<file path="config.mk">
export PLATFORM = sky130hd
export DESIGN_NAME = div_iter_flat
export DESIGN_NICKNAME = d
export VERILOG_FILES = /design/src/rtl/div_iter_if.sv /design/src/rtl/div_iter.sv /design/src/flat_wrapper.sv
export SDC_FILE = /design/constraint.sdc
export NUM_CORES = 1
export LEC_CHECK = 0
export CAP_MARGIN = 5
export CORE_MARGIN = 2
export CORE_UTILIZATION = 51
export DETAILED_ROUTE_END_ITERATION = 8
export GPL_TIMING_DRIVEN = 0
export PLACE_DENSITY_LB_ADDON = 0.08
export SLEW_MARGIN = 5
export SYNTH_ARGS = -nofsm -noshare
export SYNTH_HDL_FRONTEND = slang
export SYNTH_SLANG_ARGS = --single-unit
</file>
<file path="constraint.sdc">
create_clock -name clk -period 11.5 [get_ports clk]
set_input_delay 1.725 -clock clk [delete_from_list [all_inputs] [get_ports clk]]
set_output_delay 1.725 -clock clk [all_outputs]
set_load 0.05 [all_outputs]
</file>
<file path="src/rtl/div_iter_if.sv">
// Handshake and operand/result bundle between the pipeline controller and the
// iterative divider.
interface div_iter_if #(
  parameter int DATA_W = 32
);
  logic              start;
  logic              divop;
  logic [DATA_W-1:0] src0;
  logic [DATA_W-1:0] src1;
  logic              cancel;
  logic              busy;
  logic              done;
  logic [DATA_W-1:0] quot;
  logic [DATA_W-1:0] rem;

  modport master (
    output start, divop, src0, src1, cancel,
    input  busy, done, quot, rem
  );

  modport slave (
    input  start, divop, src0, src1, cancel,
    output busy, done, quot, rem
  );
endinterface

</file>
<file path="src/rtl/div_iter.sv">
// Radix-2 restoring divider for DIV/DIVU: one quotient bit per cycle on operand
// magnitudes, sign fix-up applied when results are registered on entry to DONE.
module div_iter #(
  parameter int DATA_W = 32
) (
  input  logic       clk,
  input  logic       rst_n,
  div_iter_if.slave  dif
);

  localparam int CNT_W = $clog2(DATA_W);
  localparam logic [CNT_W-1:0] LAST = CNT_W'(DATA_W - 1);

  typedef enum logic [1:0] {
    S_IDLE = 2'd0,
    S_CALC = 2'd1,
    S_DONE = 2'd2
  } state_e;

  state_e            state_q, state_d;
  logic [CNT_W-1:0]  cnt_q, cnt_d;
  logic [DATA_W-1:0] pr_q, pr_d;      // partial remainder
  logic [DATA_W-1:0] qr_q, qr_d;      // dividend in, quotient bits out
  logic [DATA_W-1:0] dvsr_q, dvsr_d;  // divisor magnitude
  logic              qneg_q, qneg_d;
  logic              rneg_q, rneg_d;
  logic              dz_q, dz_d;
  logic [DATA_W-1:0] quot_q, quot_d;
  logic [DATA_W-1:0] rem_q, rem_d;

  logic [DATA_W:0]   shifted;
  logic [DATA_W:0]   trial;
  logic [DATA_W-1:0] it_pr;
  logic [DATA_W-1:0] it_qr;
  logic [DATA_W-1:0] a_mag;
  logic [DATA_W-1:0] b_mag;

  // One iteration: shift {pr,qr} left, trial-subtract, borrow means restore.
  always_comb begin
    shifted = {pr_q, qr_q[DATA_W-1]};
    trial   = shifted - {1'b0, dvsr_q};
    it_pr   = trial[DATA_W] ? shifted[DATA_W-1:0] : trial[DATA_W-1:0];
    it_qr   = {qr_q[DATA_W-2:0], ~trial[DATA_W]};
  end

  // Two's-complement negate of the most negative value wraps to itself, which
  // is exactly its unsigned magnitude.
  always_comb begin
    a_mag = (dif.divop && dif.src0[DATA_W-1]) ? -dif.src0 : dif.src0;
    b_mag = (dif.divop && dif.src1[DATA_W-1]) ? -dif.src1 : dif.src1;
  end

  always_comb begin
    state_d = state_q;
    cnt_d   = cnt_q;
    pr_d    = pr_q;
    qr_d    = qr_q;
    dvsr_d  = dvsr_q;
    qneg_d  = qneg_q;
    rneg_d  = rneg_q;
    dz_d    = dz_q;
    quot_d  = quot_q;
    rem_d   = rem_q;

    unique case (state_q)
      S_IDLE: begin
        if (dif.start && !dif.cancel) begin
          pr_d    = '0;
          qr_d    = a_mag;
          dvsr_d  = b_mag;
          qneg_d  = dif.divop & (dif.src0[DATA_W-1] ^ dif.src1[DATA_W-1]);
          rneg_d  = dif.divop & dif.src0[DATA_W-1];
          dz_d    = (dif.src1 == '0);
          cnt_d   = '0;
          state_d = S_CALC;
        end
      end
      S_CALC: begin
        if (dif.cancel) begin
          state_d = S_IDLE;
        end else begin
          pr_d  = it_pr;
          qr_d  = it_qr;
          cnt_d = cnt_q + 1'b1;
          if (cnt_q == LAST) begin
            // Divide by zero leaves |src0| in the remainder, so the normal
            // sign fix-up returns src0 itself; only the quotient is forced.
            quot_d  = dz_q ? '1 : (qneg_q ? -it_qr : it_qr);
            rem_d   = rneg_q ? -it_pr : it_pr;
            state_d = S_DONE;
          end
        end
      end
      S_DONE: begin
        state_d = S_IDLE;
      end
      default: begin
        state_d = S_IDLE;
      end
    endcase
  end

  always_ff @(posedge clk) begin
    if (!rst_n) begin
      state_q <= S_IDLE;
      cnt_q   <= '0;
      pr_q    <= '0;
      qr_q    <= '0;
      dvsr_q  <= '0;
      qneg_q  <= 1'b0;
      rneg_q  <= 1'b0;
      dz_q    <= 1'b0;
      quot_q  <= '0;
      rem_q   <= '0;
    end else begin
      state_q <= state_d;
      cnt_q   <= cnt_d;
      pr_q    <= pr_d;
      qr_q    <= qr_d;
      dvsr_q  <= dvsr_d;
      qneg_q  <= qneg_d;
      rneg_q  <= rneg_d;
      dz_q    <= dz_d;
      quot_q  <= quot_d;
      rem_q   <= rem_d;
    end
  end

  assign dif.busy = (state_q != S_IDLE);
  assign dif.done = (state_q == S_DONE);
  assign dif.quot = quot_q;
  assign dif.rem  = rem_q;

endmodule

</file>
<file path="src/flat_wrapper.sv">
// flat-port wrapper written by rule: the top's interface ports become plain ports
module div_iter_flat 
#(
  parameter int DATA_W = 32
)
  (clk, rst_n, dif_start, dif_divop, dif_src0, dif_src1, dif_cancel, dif_busy, dif_done, dif_quot, dif_rem);
  div_iter_if #(.DATA_W(DATA_W)) dif_i ();
  input  logic clk;
  input  logic rst_n;
  input wire logic [$bits(dif_i.start)-1:0] dif_start;
  input wire logic [$bits(dif_i.divop)-1:0] dif_divop;
  input wire logic [$bits(dif_i.src0)-1:0] dif_src0;
  input wire logic [$bits(dif_i.src1)-1:0] dif_src1;
  input wire logic [$bits(dif_i.cancel)-1:0] dif_cancel;
  output wire logic [$bits(dif_i.busy)-1:0] dif_busy;
  output wire logic [$bits(dif_i.done)-1:0] dif_done;
  output wire logic [$bits(dif_i.quot)-1:0] dif_quot;
  output wire logic [$bits(dif_i.rem)-1:0] dif_rem;
  assign dif_i.start = dif_start;
  assign dif_i.divop = dif_divop;
  assign dif_i.src0 = dif_src0;
  assign dif_i.src1 = dif_src1;
  assign dif_i.cancel = dif_cancel;
  assign dif_busy = dif_i.busy;
  assign dif_done = dif_i.done;
  assign dif_quot = dif_i.quot;
  assign dif_rem = dif_i.rem;
  div_iter #(.DATA_W(DATA_W)) u_core (.clk(clk), .rst_n(rst_n), .dif(dif_i));
endmodule
</file>
==> results.sh <==
export IMPL_max_vdd_ir_drop_mv=0.0972
export IMPL_synthMuxAreaShare=0.0220
export IMPL_postCtsHoldBufs=0
export IMPL_chipWidth_um=158
export IMPL_synth_top_family_by_area="compound AO/OA/AOI/OAI gates"
export IMPL_holdWs_ns=0.468
export IMPL_rsz0062_at_grt="false"
export IMPL_drtIter0Drc=1264
export IMPL_dieArea_um2=24900
export IMPL_synthFlopType="dfxtp_1"
export IMPL_ant_nets=0
export IMPL_min_path_type="reg -> reg"
export IMPL_worstReg2RegStart="u_core.pr_q[4]"
export IMPL_firstDrtPassIters=6
export IMPL_clk_path_buf_depth=2
export IMPL_synth_xor_area_frac=0.0785
export IMPL_gr_total_overflow=0
export IMPL_cp_max_fo=10
export IMPL_grt_pass1_vias=11500
export IMPL_crit_chain="ha_1 > a21oi_1 > nand2_1 > o211ai_1 > a21boi_2 > o211a_4 > inv_2 > buf_6 > buf_6 > buf_6 > buf_2 > ha_1 > or3b_2 > or3_1 > nand2b_1 > or2_2 > o31ai_1 > xor2_1 > a21oi_1"
export IMPL_setup_viol=0
export IMPL_tritoncts="yes"
export IMPL_hold_violations=0
export IMPL_remaining_drc_errors=0
export IMPL_antenna_found_initial=0
export IMPL_power_density_nw_per_um2=110
export IMPL_wl_um=41400
export IMPL_maxCapViolations=0
export IMPL_critPathTopFamily="compound AO/OA/AOI/OAI gates"
export IMPL_crit_required_ns=11.81
export IMPL_maxSlewViolCount=0
export IMPL_run_status="completed"
export IMPL_vias_per_cell=6.15
export IMPL_clock_sinks=170
export IMPL_grt_first_pass_wirelength_um=63300
export IMPL_synth_seq_cells=170
export IMPL_crit_path_max_incr_delay_ns=0.56
export IMPL_drive_gt1_frac=0.0619
export IMPL_clock_latency_ns=0.44
export IMPL_synth_simple_gate_area_share=0.241
export IMPL_initial_core_util=0.517
export IMPL_nets=1871
export IMPL_fin_crit_sh=0.506
export IMPL_syn_inst=1611
export IMPL_diodes=0
export IMPL_worstMarginPinSlew_ns=1.13
export IMPL_async_flop_share=0
export IMPL_rrSetupSlack_ns=5.68
export IMPL_dpl_cell_area_um2=13800
export IMPL_die_h_um=158
export IMPL_p_total_uw=1580
export IMPL_synth_edf_count=0
export IMPL_yosysSeqAreaShare=0.282
export IMPL_netlist_area_um2=12100
export IMPL_cts_inserted_buffers=17
export IMPL_leakagePower_uw=0.00530
export IMPL_avgSynthCellArea_um2=7.48
export IMPL_fin_skew_ns=0.0127
export IMPL_post_cts_buffers=0
export IMPL_via_count=12900
export IMPL_rows=56
export IMPL_grt_start_max_net_pins=18
export IMPL_gr_usage_all_layers=0.330
export IMPL_io_buffers=133
export IMPL_r2r_cells=19
export IMPL_crit_buf_inv=5
export IMPL_fp_coreArea_um2=23300
export IMPL_period_minus_slack_ns=5.82
export IMPL_wl_per_cell_um=19.8
export IMPL_fmax_ghz=0.172
export IMPL_critPathSlowestCell="o211ai_1"
export IMPL_holdPathStages=2
export IMPL_worstHoldStart="u_core.dvsr_q[31]"
export IMPL_rr_endpoint="u_core.dif.quot[28]"
export IMPL_worst_path_most_repeated_cell="buf_6"
export IMPL_cts_repair_resized=0
export IMPL_cp_end_kind="flip-flop"
export IMPL_nFillCells=2262
export IMPL_worstPathArrival_ns=6.14
export IMPL_path_clk_slew_ns=0.07
export IMPL_cts_htree_levels=4
export IMPL_hold_end="u_core.dvsr_q[31]"
export IMPL_synthAdderAreaFrac=0.0411
export IMPL_cts_root_buf="clkbuf_16"
export IMPL_ys_warn_count=0
export IMPL_place_congestion=0.953
export IMPL_final_setup_tns_ns=0
export IMPL_path_class="reg -> reg"
export IMPL_postLayoutCellArea_um2=14400
export IMPL_synth_nets=1719
export IMPL_synth_compound_area_frac=0.278
export IMPL_cp_start_kind="flip-flop"
export IMPL_io_pins=135
export IMPL_dp_hpwl_um=32700
export IMPL_area_growth_pct=19.1
export IMPL_max_slew_margin=0.230
export IMPL_synth_distinct_cells=89
metal layers:
metal	up-vias	track usage	routed length [um]
li1	6179	-	-
met1	6086	0.478	18900
met2	535	0.502	17800
met3	79	0.0482	3590
met4	0	0.103	1050
met5	-	0	0
final cells by class:
cell class / instances / area (um^2) / share of cell area
multi-input cells: 1275 / 7960 / 0.554
flip-flops and latches: 170 / 3400 / 0.237
repair buffers: 133 / 1330 / 0.0927
plain buffers: 104 / 462 / 0.0322
clock buffers: 18 / 439 / 0.0306
well taps: 319 / 399 / 0.0278
inverters: 62 / 233 / 0.0162
clock inverters: 14 / 129 / 0.00898
synth_stat cells (all sizes together), types with 22 or more instances:
library cell,n,share of area
clkbuf,72,0.023
nor2,232,0.072
a211oi,58,0.037
nand3,43,0.018
a21oi,137,0.058
mux2i,22,0.018
xor2,59,0.043
nand2,120,0.037
buf,32,0.016
xnor2,49,0.036
o31ai,24,0.015
inv,61,0.019
o21ai,112,0.047
ha,38,0.039
dfxtp,170,0.28
nor3,55,0.024
nand4,24,0.014
or3,27,0.014
worst reg2reg max path, stage by stage, from the launching register on:
cell,delay [ns]
dfxtp_1,0.45
ha_1,0.36
a21oi_1,0.36
nand2_1,0.16
o211ai_1,0.56
a21boi_2,0.13
o211a_4,0.32
inv_2,0.07
buf_6,0.15
buf_6,0.18
buf_6,0.20
buf_2,0.35
ha_1,0.25
or3b_2,0.50
or3_1,0.43
nand2b_1,0.24
or2_2,0.35
o31ai_1,0.24
xor2_1,0.30
a21oi_1,0.11
worst max-delay path by stage:
| stage | start | endpoint | slack, ns | depth (start not counted) |
|---|---|---|---|---|
| after global placement | u_core.qr_q[31] | u_core.dif.quot[28] | 5.91 | 21 |
| after CTS | u_core.qr_q[31] | u_core.dif.quot[28] | 5.85 | 21 |
| final | u_core.pr_q[4] | u_core.dif.quot[28] | 5.68 | 19 |
| after global routing | u_core.dvsr_q[5] | u_core.dif.quot[28] | 5.42 | 20 |
| after detailed placement | u_core.pr_q[1] | u_core.dif.quot[28] | 5.88 | 19 |
| after floorplan | u_core.dvsr_q[27] | u_core.dif.quot[28] | 6.87 | 20 |
logic make-up after synthesis:
family / Yosys count
AND/OR/NAND/NOR: 608
AO/OA/AOI/OAI: 494
flip-flops: 170
buffers and inverters: 166
XOR/XNOR: 108
adder cells (fa/ha/maj): 39
multiplexers: 26
through the flow:
step                worst slack (ns)  instances   util
finish                          5.68       2095  0.615
global route                    5.42       2095  0.615
CTS                             5.85       2095  0.615
detailed placement              5.88       2063  0.591
global placement                5.91       2063  0.591
floorplan                       6.87       1611      -
flip-flops by register name, summed over array words and instances (netlist names):
| signal | flops |
|---|---|
| u_core.dif.quot | 32 |
| u_core.dif.rem | 32 |
| u_core.dvsr_q | 32 |
| u_core.pr_q | 32 |
| u_core.qr_q | 32 |
| u_core.cnt_q | 5 |
| u_core.state_q | 2 |
| u_core.dz_q | 1 |
| u_core.qneg_q | 1 |
| u_core.rneg_q | 1 |
cells in the final DEF, fill, tap and decap left out, drive strengths merged, types with 11 or more instances in the layout:
master and count:
nor2 232, dfxtp 170, a21oi 137, clkdlybuf4s50 133, nand2 120, o21ai 112, clkbuf 90, inv 70
xor2 59, a211oi 58, nor3 55, xnor2 49, nand3 43, ha 38, buf 32, or3 27
o31ai 24, nand4 24, mux2i 22, a22oi 19, a311oi 19, nor4 17, and2 16, o21a 14
o41ai 14, a31oi 14, and3 13, o211ai 13, nand2b 11, or4 11
power by group:
group,total (uW),internal [uW],switching [uW]
logic,381,142,239
clock network,567,292,275
registers,628,606,22.5
total,1580,1040,536
Power figures use the tool's default switching activity.
